**config.mk**
```make
export PLATFORM = sky130hd
export DESIGN_NAME = assoc_cache
export DESIGN_NICKNAME = d
export VERILOG_FILES = /design/src/rtl/cache_pkg.sv /design/src/rtl/cache_way_array.sv /design/src/rtl/assoc_cache.sv
export SDC_FILE = /design/constraint.sdc
export NUM_CORES = 1
export LEC_CHECK = 0
export BUFFER_PORTS_ARGS = -buffer_cell sky130_fd_sc_hd__buf_2
export CORE_ASPECT_RATIO = 1.75
export CORE_MARGIN = 3
export CORE_UTILIZATION = 58
export DETAILED_ROUTE_END_ITERATION = 7
export PLACE_DENSITY = 0.82
export SLEW_MARGIN = 20
export SYNTH_ARGS = -nofsm -noshare
export SYNTH_HDL_FRONTEND = slang
export SYNTH_SLANG_ARGS = --single-unit
```
**constraint.sdc**
```tcl
create_clock -name clock -period 4.6 [get_ports clock]
set_input_delay 0.46 -clock clock [delete_from_list [all_inputs] [get_ports clock]]
set_output_delay 0.46 -clock clock [all_outputs]
set_load 0.1 [all_outputs]
```
**src/rtl/cache_pkg.sv**
```systemverilog
// cache_pkg: FSM encoding, request field layout and derived widths
// shared by the set-associative byte cache and its way arrays.
package cache_pkg;

    typedef enum logic [2:0] {
        IDLE,
        LOOKUP,
        MEM_WAIT,
        RESPOND,
        RELEASE
    } state_t;

    // Request layout is {we, wdata[7:0], addr}: addr from bit 0 upward,
    // wdata directly above it, we in the top bit.
    function automatic int req_w(input int addr_w);
        return addr_w + 9;
    endfunction

    function automatic int wdata_lsb(input int addr_w);
        return addr_w;
    endfunction

    function automatic int we_bit(input int addr_w);
        return addr_w + 8;
    endfunction

    function automatic int offset_w(input int line_bytes);
        return $clog2(line_bytes);
    endfunction

    function automatic int index_w(input int sets);
        return $clog2(sets);
    endfunction

    function automatic int tag_w(input int addr_w, input int line_bytes,
                                 input int sets);
        return addr_w - $clog2(line_bytes) - $clog2(sets);
    endfunction

    // A single way still needs a 1-bit victim pointer.
    function automatic int way_w(input int ways);
        return (ways > 1) ? $clog2(ways) : 1;
    endfunction

endpackage

```
**src/rtl/cache_way_array.sv**
```systemverilog
// cache_way_array: one way of the cache (valid/tag/data per set).
// Ports: index/tag lookup -> hit, line_valid, line; fill/fill_line/fill_dead
// install at index; inv/inv_index/inv_tag snoop-clear of a matching line.
module cache_way_array #(
    parameter int SETS    = 8,
    parameter int INDEX_W = 3,
    parameter int TAG_W   = 12,
    parameter int LINE_W  = 16
) (
    input  logic               clock,
    input  logic               reset,
    input  logic [INDEX_W-1:0] index,
    input  logic [TAG_W-1:0]   tag,
    output logic               hit,
    output logic               line_valid,
    output logic [LINE_W-1:0]  line,
    input  logic               fill,
    input  logic [LINE_W-1:0]  fill_line,
    input  logic               fill_dead,
    input  logic               inv,
    input  logic [INDEX_W-1:0] inv_index,
    input  logic [TAG_W-1:0]   inv_tag
);

    logic [SETS-1:0]   valid;
    logic [TAG_W-1:0]  tags [SETS];
    logic [LINE_W-1:0] data [SETS];
    logic              inv_hit;

    assign line_valid = valid[index];
    assign line       = data[index];
    assign hit        = valid[index] && (tags[index] == tag);
    assign inv_hit    = inv && valid[inv_index] && (tags[inv_index] == inv_tag);

    // A fill to the same set overrides a snoop that hit the evicted line;
    // a snoop of the incoming line itself arrives as fill_dead.
    always_ff @(posedge clock) begin
        if (reset) begin
            valid <= '0;
        end else begin
            if (inv_hit) valid[inv_index] <= 1'b0;
            if (fill)    valid[index]     <= !fill_dead;
        end
    end

    always_ff @(posedge clock) begin
        if (fill) begin
            tags[index] <= tag;
            data[index] <= fill_line;
        end
    end

endmodule

```
**src/rtl/assoc_cache.sv**
```systemverilog
// assoc_cache: N-way set-associative write-through, write-allocate byte cache.
// Ports: cpu_request/_ready in, data_out/_ready out, memory_request/_ready out,
// memory_response/_ready in, invalidate_address/_valid snoop in.
module assoc_cache
    import cache_pkg::*;
#(
    parameter int ADDR_W     = 16,
    parameter int LINE_BYTES = 2,
    parameter int SETS       = 8,
    parameter int WAYS       = 2
) (
    input  logic                    clock,
    input  logic                    reset,
    input  logic [ADDR_W+8:0]       cpu_request,
    input  logic                    cpu_request_ready,
    input  logic [ADDR_W-1:0]       invalidate_address,
    input  logic                    invalidate_valid,
    output logic [ADDR_W+8:0]       memory_request,
    output logic                    memory_request_ready,
    input  logic [LINE_BYTES*8-1:0] memory_response,
    input  logic                    memory_response_ready,
    output logic [7:0]              data_out,
    output logic                    data_out_ready
);

    localparam int OFFSET_W = offset_w(LINE_BYTES);
    localparam int INDEX_W  = index_w(SETS);
    localparam int TAG_W    = tag_w(ADDR_W, LINE_BYTES, SETS);
    localparam int WAY_W    = way_w(WAYS);
    localparam int LINE_W   = LINE_BYTES * 8;
    localparam int WE_BIT   = we_bit(ADDR_W);

    state_t            state;
    logic [ADDR_W+8:0] req;
    logic [WAY_W-1:0]  victim [SETS];

    logic                req_we;
    logic [OFFSET_W-1:0] req_offset;
    logic [INDEX_W-1:0]  req_index;
    logic [TAG_W-1:0]    req_tag;
    logic [INDEX_W-1:0]  inv_index;
    logic [TAG_W-1:0]    inv_tag;
    logic                inv_offset_unused;
    logic                inv_req;

    assign req_we     = req[WE_BIT];
    assign req_offset = req[OFFSET_W-1:0];
    assign req_index  = req[OFFSET_W +: INDEX_W];
    assign req_tag    = req[ADDR_W-1 -: TAG_W];
    assign inv_index  = invalidate_address[OFFSET_W +: INDEX_W];
    assign inv_tag    = invalidate_address[ADDR_W-1 -: TAG_W];
    assign inv_offset_unused = ^invalidate_address[OFFSET_W-1:0];

    // Snoop aimed at the line the held request is working on.
    assign inv_req = invalidate_valid
                  && (inv_index == req_index)
                  && (inv_tag == req_tag);

    logic [WAYS-1:0]   hit;
    logic [WAYS-1:0]   way_valid;
    logic [WAYS-1:0]   fill;
    logic [LINE_W-1:0] way_line [WAYS];

    logic              any_hit;
    logic              any_free;
    logic [WAY_W-1:0]  hit_way;
    logic [WAY_W-1:0]  free_way;
    logic [WAY_W-1:0]  fill_way;
    logic [LINE_W-1:0] hit_line;
    logic              fill_now;
    logic [WAY_W-1:0]  victim_next;

    // Descending scan so the lowest-numbered free way wins.
    always_comb begin
        any_hit  = 1'b0;
        any_free = 1'b0;
        hit_way  = '0;
        free_way = '0;
        hit_line = '0;
        for (int w = WAYS - 1; w >= 0; w--) begin
            if (hit[w]) begin
                any_hit  = 1'b1;
                hit_way  = WAY_W'(w);
                hit_line = way_line[w];
            end
            if (!way_valid[w]) begin
                any_free = 1'b1;
                free_way = WAY_W'(w);
            end
        end
        if (any_hit)       fill_way = hit_way;
        else if (any_free) fill_way = free_way;
        else               fill_way = victim[req_index];
    end

    assign fill_now    = (state == MEM_WAIT) && memory_response_ready;
    assign victim_next = (victim[req_index] == WAY_W'(WAYS - 1))
                       ? '0 : victim[req_index] + WAY_W'(1);

    for (genvar w = 0; w < WAYS; w++) begin : g_way
        assign fill[w] = fill_now && (fill_way == WAY_W'(w));

        cache_way_array #(
            .SETS   (SETS),
            .INDEX_W(INDEX_W),
            .TAG_W  (TAG_W),
            .LINE_W (LINE_W)
        ) u_way (
            .clock     (clock),
            .reset     (reset),
            .index     (req_index),
            .tag       (req_tag),
            .hit       (hit[w]),
            .line_valid(way_valid[w]),
            .line      (way_line[w]),
            .fill      (fill[w]),
            .fill_line (memory_response),
            .fill_dead (inv_req),
            .inv       (invalidate_valid),
            .inv_index (inv_index),
            .inv_tag   (inv_tag)
        );
    end

    always_ff @(posedge clock) begin
        if (reset) begin
            state                <= IDLE;
            req                  <= '0;
            memory_request       <= '0;
            memory_request_ready <= 1'b0;
            data_out             <= '0;
            data_out_ready       <= 1'b0;
            for (int s = 0; s < SETS; s++) victim[s] <= '0;
        end else begin
            data_out_ready <= 1'b0;
            unique case (state)
                IDLE: begin
                    if (cpu_request_ready) begin
                        req   <= cpu_request;
                        state <= LOOKUP;
                    end
                end
                LOOKUP: begin
                    if (!req_we && any_hit && !inv_req) begin
                        data_out       <= hit_line[{req_offset, 3'b000} +: 8];
                        data_out_ready <= 1'b1;
                        state          <= RESPOND;
                    end else begin
                        memory_request       <= req;
                        memory_request_ready <= 1'b1;
                        state                <= MEM_WAIT;
                    end
                end
                MEM_WAIT: begin
                    if (memory_response_ready) begin
                        data_out <= memory_response[{req_offset, 3'b000} +: 8];
                        data_out_ready       <= 1'b1;
                        memory_request_ready <= 1'b0;
                        state                <= RESPOND;
                        // Only evicting a valid line rotates the victim.
                        if (!any_hit && !any_free)
                            victim[req_index] <= victim_next;
                    end
                end
                RESPOND: begin
                    memory_request_ready <= 1'b0;
                    state                <= RELEASE;
                end
                RELEASE: begin
                    if (!cpu_request_ready) state <= IDLE;
                end
                default: state <= IDLE;
            endcase
        end
    end

endmodule

```
Word-level counts from Yosys, hierarchy flattened --
Memories as Yosys holds them, arrays and structs flattened. A register that Yosys moved wholly into a read port is not among the register bits. Index checks and enable logic that the tools add are counted.
Cells by class: add/sub/neg operators 1, reduce and logical (&&, ||, !) cells 29, muxes and demuxes 69, equal/unequal tests 15, magnitude comparators 4, shift-type cells 2, bitwise gates (word level) 5
Operator list (number):
- 8-bit two-way mux | 8
- 12-bit == test | 5
- 3-bit two-way mux | 14
- 1-bit two-way mux | 33
- 16-bit two-way mux | 2
- 16-bit by 5-bit indexed part select with 8-bit output | 2
- 8-bit bitwise AND | 2
- 8-bit bitwise mux | 2
- 1-bit logical AND | 16
- 8-bit one-hot mux with 2 select lines | 1
- 3-bit one-hot mux with 5 select lines | 1
- 1-bit binary-select mux with 3-bit select | 4
- 2-bit != test (second input constant) | 5
- 3-bit AND reduction | 3
- 3-bit by 4-bit < comparator with 1-bit output (second input constant) | 2
- 8-bit NOT | 1
- 1-bit demux with 3-bit select | 2
- 3-bit by 2-bit == test with 1-bit output (second input constant) | 2
- 3-bit by 1-bit >= comparator with 1-bit output (second input constant) | 2
- 1-bit logical NOT | 4
- 2-bit AND reduction | 2
- 3-bit by 1-bit == test with 1-bit output (second input constant) | 1
- 3-bit == test | 1
- 3-bit == test (second input constant) | 1
- other kinds (8) | 9
Storage, ports and cells: logic and storage cells 138, memories kept 5, register bits after elaboration 79, memory bits (writable) 456
Memory list:
- g_way[0].u_way.data | depth 8, width 16, read ports 1, clocked after memory_dff 1, wr ports 1, line cache_way_array.sv:27 | logic [LINE_W-1:0] data [SETS];
- g_way[1].u_way.data | depth 8, width 16, read ports 1, clocked after memory_dff 1, wr ports 1, line cache_way_array.sv:27
- g_way[0].u_way.tags | depth 8, width 12, read ports 2, clocked after memory_dff 1, wr ports 1, line cache_way_array.sv:26 | logic [TAG_W-1:0] tags [SETS];
- g_way[1].u_way.tags | depth 8, width 12, read ports 2, clocked after memory_dff 1, wr ports 1, line cache_way_array.sv:26
- victim | depth 8, width 1, read ports 1, clocked after memory_dff 1, wr ports 8, line assoc_cache.sv:35 | logic [WAY_W-1:0] victim [SETS];

Longest topological paths before layout --
Gate-level depths: netlist of the first run.
word-level depth 14, depth in mapped cells 14, mapped depth without buffers 8

Cells and area by module --
From an unflattened synthesis of the first run, not the netlist that was laid out.
Unflattened totals: cell total of the unflattened synthesis 1682, area, all modules 24093.1 um2
By module, submodules not included:
- cache_way_array at g_way[0].u_way | cells an instance 655, times used 1, seq. area each 6886.6 um2, area an instance 10249.8 um2
- cache_way_array at g_way[1].u_way | cells an instance 624, times used 1, seq. area each 6886.6 um2, area an instance 10166.0 um2
- assoc_cache | cells an instance 403, times used 1, seq. area each 1561.5 um2, area an instance 3677.3 um2

Worst setup path before layout of the first run --
OpenSTA, ideal clock, no wires.
path kind register to register, start register with a tool-made name, end memory g_way[0].u_way.data[5][0], enable pin, period minus slack after synthesis 4122 ps, data required time 4186 ps, stages on the path, launching flop included 11, setup time 414 ps, slack 478 ps, buffers on the path 3, arrival 3709 ps, cell sequence dfxtp_1 buf_4 buf_2 mux4_2 mux2i_1 xnor2_1 nand2b_1 or4b_1 or2_4 buf_2 a211oi_2
RTL lines (line):
- end: declaration | cache_way_array.sv:27

==> flow_summary.json, run 1 <==
{
  "status": "finished clean",
  "route.detailed.drc": 0,
  "syn_nets": 1624,
  "rows": 97,
  "area_growth_pct": 12.7,
  "antenna_left": 0,
  "post_cts_resize_count": 0,
  "yosysUniqueCellTypes": 72,
  "dr.pass1.iters": 7,
  "numCtsBuffers": 45,
  "synth_top_family_by_area": "multiplexers",
  "layout_setup_ws_ns": 0.259,
  "clockBufferDepth": 3,
  "syn_area_um2": 23800,
  "synth_edf_count": 456,
  "rrSetupSlack_ns": 0.26,
  "grt_overflow": 0,
  "hp-start": "cpu_request[16]",
  "rr_endpoint": "g_way[0].u_way.valid[4]",
  "die-area_um2": 43600,
  "antenna_found_initial": 0,
  "drt-total-wl_mm": 65.1,
  "synth_mux_area_share_pct": 15.2,
  "async_reset_ff_share_pct": 0,
  "drt_iter0_markers": 1687,
  "portBuffers": 95,
  "syn_area_per_cell_um2": 15.2,
  "vdd_drop_max_mv": 0.393,
  "power_density_nw_per_um2": 390,
  "cts.htree.levels": 2,
  "maxCapViolCount": 0,
  "start_kind": "flop",
  "pwr-share-clk_pct": 36.7,
  "grt_pass1_vias": 15800,
  "yosys.area_share.adder_pct": 0,
  "finish.net_count": 1745,
  "start_util_pct": 59.1,
  "synth-main-ff-cell": "edfxtp_1",
  "grt_max_degree": 115,
  "crit_chain": "buf_4 -> mux2i_1 -> a22oi_1 -> a21oi_1 -> o22a_1 -> or4b_1 -> or2_4 -> a211oi_4 -> buf_4 -> mux2i_1",
  "yosysSeqAreaShare_pct": 64.4,
  "synth_top_area_share_pct": 57.5,
  "pwr-share-seq_pct": 52.1,
  "antenna_cells": 0,
  "synth_top_area_cell": "edfxtp_1",
  "synth_xor_area_share_pct": 2.06,
  "slowest_delay_ns": 0.67,
  "postCtsSetupBuffers": 0,
  "fp.dieH_um": 274,
  "drive_gt1_share_pct": 23.0,
  "r2r.worst_path.cells": 10,
  "synth_compound_area_share_pct": 8.38,
  "ys_seq_elements": 538,
  "relSlewSlack_pct": 30.6,
  "endpoint_kind": "flop",
  "synth_area_leaders": "edfxtp_1, mux4_2, dfxtp_1, mux2i_1, a22oi_1",
  "skew_ns": 0.0124,
  "dpl.hpwl_mm": 42.7,
  "p_sw_share_pct": 24.4,
  "root_buffer": "clkbuf_16",
  "cts_tree": "done",
  "max_freq_mhz": 230,
  "final.setup.tns_ns": 0,
  "path_class": "reg -> reg",
  "clkLatencyLatePin_ns": 0.57,
  "synth-simple-area-share_pct": 7.39,
  "grtUsageTotal_pct": 29.7,
  "slew_violations": 0,
  "crit_fanout": 24,
  "hold_path_depth": 3,
  "wire_per_inst_um": 28.8,
  "synth_warnings": 0,
  "die_w_um": 159,
  "crit_required_ns": 5.07,
  "grt_pass1_wl_mm": 96.5,
  "dp_slack_ns": 0.364,
  "finalCritPeriodShare_pct": 94.4,
  "rsz0062_at_grt": "no",
  "vias": 15200,
  "hold_path_end": "req[16]",
  "worstPathArrival_ns": 4.81,
  "hp-class": "in -> reg",
  "clk_pin_slew_ns": 0.07,
  "setup_viol": 0,
  "cp_slowest_cell": "dfxtp_4",
  "comb_power_share_pct": 11.2,
  "syn_inst": 1562,
  "clkSinkCount": 538,
  "internal-power_uw": 7910,
  "cts_hold_repair.buffers": 0,
  "vias_per_cell": 6.73,
  "p_leak_uw": 0.00884,
  "min_period_ns": 4.34,
  "ios": 97,
  "core-area_um2": 40300,
  "finalHoldViolCount": 0,
  "gp_congestion": 0.929,
  "final_area_um2": 26800,
  "worstMarginPinSlew_ns": 1.04,
  "p_switching_uw": 2550,
  "placed_area_um2": 25300
}
==> per-stage QoR <==
stage / power, uW / utilization [%] / std cells / hold WS, ns
6_report: 10500 / 66.6 / 2261 / 0.127
5_1_grt: 10700 / 66.6 / 2261 / 0.124
4_1_cts: 10500 / 66.5 / 2260 / 0.110
3_5_place_dp: 6700 / 62.9 / 2179 / 0.449
3_3_place_gp: 6670 / 62.9 / 2179 / 0.442
2_1_floorplan: 6290 / - / 1562 / 0.437
==> synth_stat cells (6+ instances only) <==
cell type	n
nand4_1	27
a21oi_1	43
a211o_1	7
a211oi_1	15
nand2_1	82
dfxtp_1	82
nand3_1	15
xor2_1	26
xnor2_1	30
mux4_2	86
mux2i_1	136
a32oi_1	7
nor3_1	14
a211oi_2	8
nor2b_1	21
a311oi_2	6
and3_1	6
clkbuf_1	60
o221ai_1	9
a22oi_1	76
and3b_1	6
a221oi_1	8
o21ai_0	29
buf_2	24
inv_1	32
and4_1	7
o31a_1	7
a2111oi_0	7
a31oi_1	7
edfxtp_1	456
buf_4	7
buf_1	11
o21bai_1	8
mux2_2	28
nor2_1	26
nor3b_1	9
nor4bb_1	6
nand2b_1	58
==> cell families after synthesis <==
family,count (synthesis)
AO/OA/AOI/OAI,269
XOR/XNOR,56
buffers and inverters,139
flip-flops,538
multiplexers,250
AND/OR/NAND/NOR,310
==> critical path, delay by kind of cell (launching register included) <==
kind | cells | cell delay [ns]
flops | 1 | 0.67
mux | 2 | 0.58
compound gates | 4 | 1.27
simple gates | 2 | 0.89
buf+inv | 2 | 0.78
==> power by group through the flow <==
stage	logic, uW	clock network [uW]	registers (uW)
finish	1170	3840	5450
global route	1230	4060	5450
CTS	1150	3870	5440
detailed placement	1140	0	5550
global placement	1120	0	5550
floorplan	687	0	5600
==> worst max path at each step <==
stage	cells past startpoint	end	slack, ns
CTS	9	g_way[0].u_way.valid[4]	0.28
finish	10	g_way[0].u_way.valid[4]	0.26
floorplan	10	g_way[0].u_way.data[5][0]	0.48
global route	10	g_way[0].u_way.valid[4]	0.14
detailed placement	8	g_way[0].u_way.data[6][9]	0.36
global placement	9	g_way[0].u_way.data[4][9]	0.38
==> state kept, by name (all words and copies together), names as in the netlist, named ones only <==
| signal | count |
|---|---|
| g_way.u_way.valid | 16 |
| victim | 8 |
| state | 3 |
| g_way.u_way.data | 256 |
| memory_request_ready | 1 |
| g_way.u_way.tags | 192 |
| memory_request | 25 |
| data_out | 8 |
| req | 25 |
| data_out_ready | 1 |
==> layer usage <==
| metal | GRT usage, % | up-vias | wire [um] |
|---|---|---|---|
| met1 | 32.4 | 7555 | 20800 |
| met3 | 3.73 | 307 | 4840 |
| met4 | 24.8 | 0 | 6420 |
| met2 | 51.5 | 945 | 33000 |
| met5 | 0 | - | 0 |
| li1 | - | 6410 | - |
==> area by class of cell <==
type	instances	area [um^2]
Tap cell	544	681
Clock inverter	25	249
Fill cell	2747	13500
Clock buffer	56	1220
Multi-Input combinational cell	885	7950
Sequential cell	538	15300
Timing Repair Buffer	181	1270
Inverter	32	120
==> placed cells by master (no fill, tap or decap), types with 9 or more instances in the layout <==
master and count:
xnor2_1 30, buf_2 94, nor2b_1 21, o21ai_0 29, nand2b_1 58, a22oi_1 76
a211oi_1 15, xor2_1 26, nor3_1 11, mux2i_1 136, inv_1 32, edfxtp_1 456
mux2_2 28, clkbuf_16 47, mux4_2 86, nor2_1 26, nand3_1 15, buf_4 76
nand2_1 82, dfxtp_1 79, a21oi_1 43, buf_12 10, nand4_1 27, o221ai_1 9
No activity file was read; power rests on OpenSTA's default activity.
==> run 2, diff against run 1 <==
--- a/config.mk
+++ b/config.mk
@@ -8,9 +8,9 @@
 export BUFFER_PORTS_ARGS = -buffer_cell sky130_fd_sc_hd__buf_2
 export CORE_ASPECT_RATIO = 1.75
 export CORE_MARGIN = 3
-export CORE_UTILIZATION = 58
+export CORE_UTILIZATION = 44
 export DETAILED_ROUTE_END_ITERATION = 7
-export PLACE_DENSITY = 0.82
+export PLACE_DENSITY = 0.66
 export SLEW_MARGIN = 20
 export SYNTH_ARGS = -nofsm -noshare
 export SYNTH_HDL_FRONTEND = slang
==> run 2 against run 1 <==
  * Worst hold slack improved by 0.0085 ns
  * Global-route usage decreased by 6.2 points
  * Utilization down 16 points
  * Final cell count increased by 7.4%
  * Routed wire length increased by 5.1%
  * Clock power rose by 4%
==> flow_summary.json, run 2 (same netlist as run 1, synthesis figures left out) <==
{
  "status": "finished clean",
  "grt_overflow": 0,
  "hp-class": "in -> reg",
  "cts_tree": "done",
  "internal-power_uw": 8030,
  "die-area_um2": 57100,
  "vias_per_cell": 6.15,
  "skew_ns": 0.0260,
  "crit_required_ns": 5.02,
  "slew_violations": 0,
  "cts_hold_repair.buffers": 0,
  "finalHoldViolCount": 0,
  "clockBufferDepth": 3,
  "final.setup.tns_ns": 0,
  "vias": 14900,
  "start_util_pct": 44.6,
  "numCtsBuffers": 48,
  "postCtsSetupBuffers": 0,
  "worstMarginPinSlew_ns": 0.979,
  "layout_setup_ws_ns": 0.403,
  "p_leak_uw": 0.00900,
  "dpl.hpwl_mm": 45.9,
  "setup_viol": 0,
  "relSlewSlack_pct": 34.7,
  "crit_fanout": 14,
  "crit_chain": "buf_4 -> and2_1 -> a22oi_1 -> a21o_1 -> a2111oi_0 -> or4b_1 -> buf_4 -> a21bo_2 -> a21o_1 -> a311oi_2",
  "min_period_ns": 4.20,
  "gp_congestion": 0.931,
  "final_cell_mix": "edfxtp_1, mux2i_1, buf_2",
  "p_switching_uw": 2590,
  "regMostFlops": "g_way.u_way.data",
  "path_class": "reg -> reg",
  "start_kind": "flop",
  "rows": 112,
  "fp.dieH_um": 314,
  "post_cts_resize_count": 0,
  "route.detailed.drc": 0,
  "antenna_left": 0,
  "pwr-share-seq_pct": 51.4,
  "finalCritPeriodShare_pct": 91.2,
  "cp_num_buf_inv": 2,
  "final_common_cell": "edfxtp_1",
  "clk_pin_slew_ns": 0.07,
  "vdd_drop_max_mv": 0.308,
  "dr.pass1.iters": 5,
  "cp_slowest_cell": "or4b_1",
  "drive_gt1_share_pct": 24.0,
  "root_buffer": "clkbuf_16",
  "drt-total-wl_mm": 68.4,
  "antenna_found_initial": 1,
  "area_growth_pct": 14.5,
  "clkSinkCount": 538,
  "ios": 97,
  "finish.net_count": 1767,
  "crit_family": "compound AO/OA/AOI/OAI gates",
  "maxCapViolCount": 0,
  "largest_reg_flops": 256,
  "drt_iter0_markers": 1630,
  "pwr-share-clk_pct": 37.6,
  "grt_pass1_wl_mm": 100,
  "reg_top3": "g_way.u_way.data (256), g_way.u_way.tags (192)",
  "core-area_um2": 53400,
  "rsz0062_at_grt": "no",
  "worstPathArrival_ns": 4.61,
  "slowest_delay_ns": 0.60,
  "dp_slack_ns": 0.439,
  "die_w_um": 182,
  "comb_power_share_pct": 11.0,
  "power_density_nw_per_um2": 389,
  "cts.htree.levels": 2,
  "grtUsageTotal_pct": 23.5,
  "endpoint_kind": "flop",
  "grt_pass1_vias": 15500,
  "grt_max_degree": 71,
  "clkLatencyLatePin_ns": 0.58,
  "p_sw_share_pct": 24.4,
  "total_power_uw": 10600,
  "portBuffers": 95,
  "wire_per_inst_um": 28.2,
  "max_freq_mhz": 238
}
-- run 2: stage by stage --
stage,util [%],hold slack (ns),instance area (um^2),instances
after floorplan,-,0.437,23800,1562
after global placement,48.1,0.442,25700,2338
after detailed placement,48.1,0.451,25700,2338
after CTS,51.0,0.118,27200,2426
after global routing,51.1,0.131,27300,2427
final,51.1,0.135,27300,2428
-- run 2: routing by layer --
metal  vias to the layer above  routed length [um]  GRT usage (%)
li1                       6463                   -              -
met1                      7566               23700           26.6
met2                       689               34800           41.1
met3                       213                4430           3.31
met4                         0                5550           15.7
met5                         -                   0              0
-- run 2: worst min-delay path, delay by kind of cell --
| kind | cells | cell delay (ns) |
|---|---|---|
| buffers and inverters | 1 | 0.09 |
| AO/OA/AOI/OAI | 1 | 0.05 |
| AND/OR/NAND/NOR | 1 | 0.04 |
-- run 2: final cells by class --
class / count / area, um^2
inverters: 32 / 120
multi-input cells: 885 / 7950
clock inverters: 28 / 248
diodes: 1 / 2.50
clock buffers: 60 / 1300
fillers: 4460 / 26100
repair buffers: 200 / 1450
flip-flops and latches: 538 / 15300
well taps: 684 / 856
-- run 2: path summary, 6_finish.rpt --
check	start	endpoint	slack [ns]	depth (start not counted)
worst max register to register	flop	data_out[5]	0.40	10
worst min register to register	req[16]	req[16]	0.46	2
worst min-delay path	cpu_request[19]	req[19]	0.14	3
worst max-delay path	flop	data_out[5]	0.40	10
-- run 2: power by group through the flow --
stage          clock (uW)  combinational [uW]  sequential [uW]
6_report             3990                1170             5460
5_1_grt              4250                1230             5460
3_5_place_dp            0                1160             5560
3_3_place_gp            0                1140             5560
2_1_floorplan           0                 687             5600
4_1_cts              4060                1160             5460
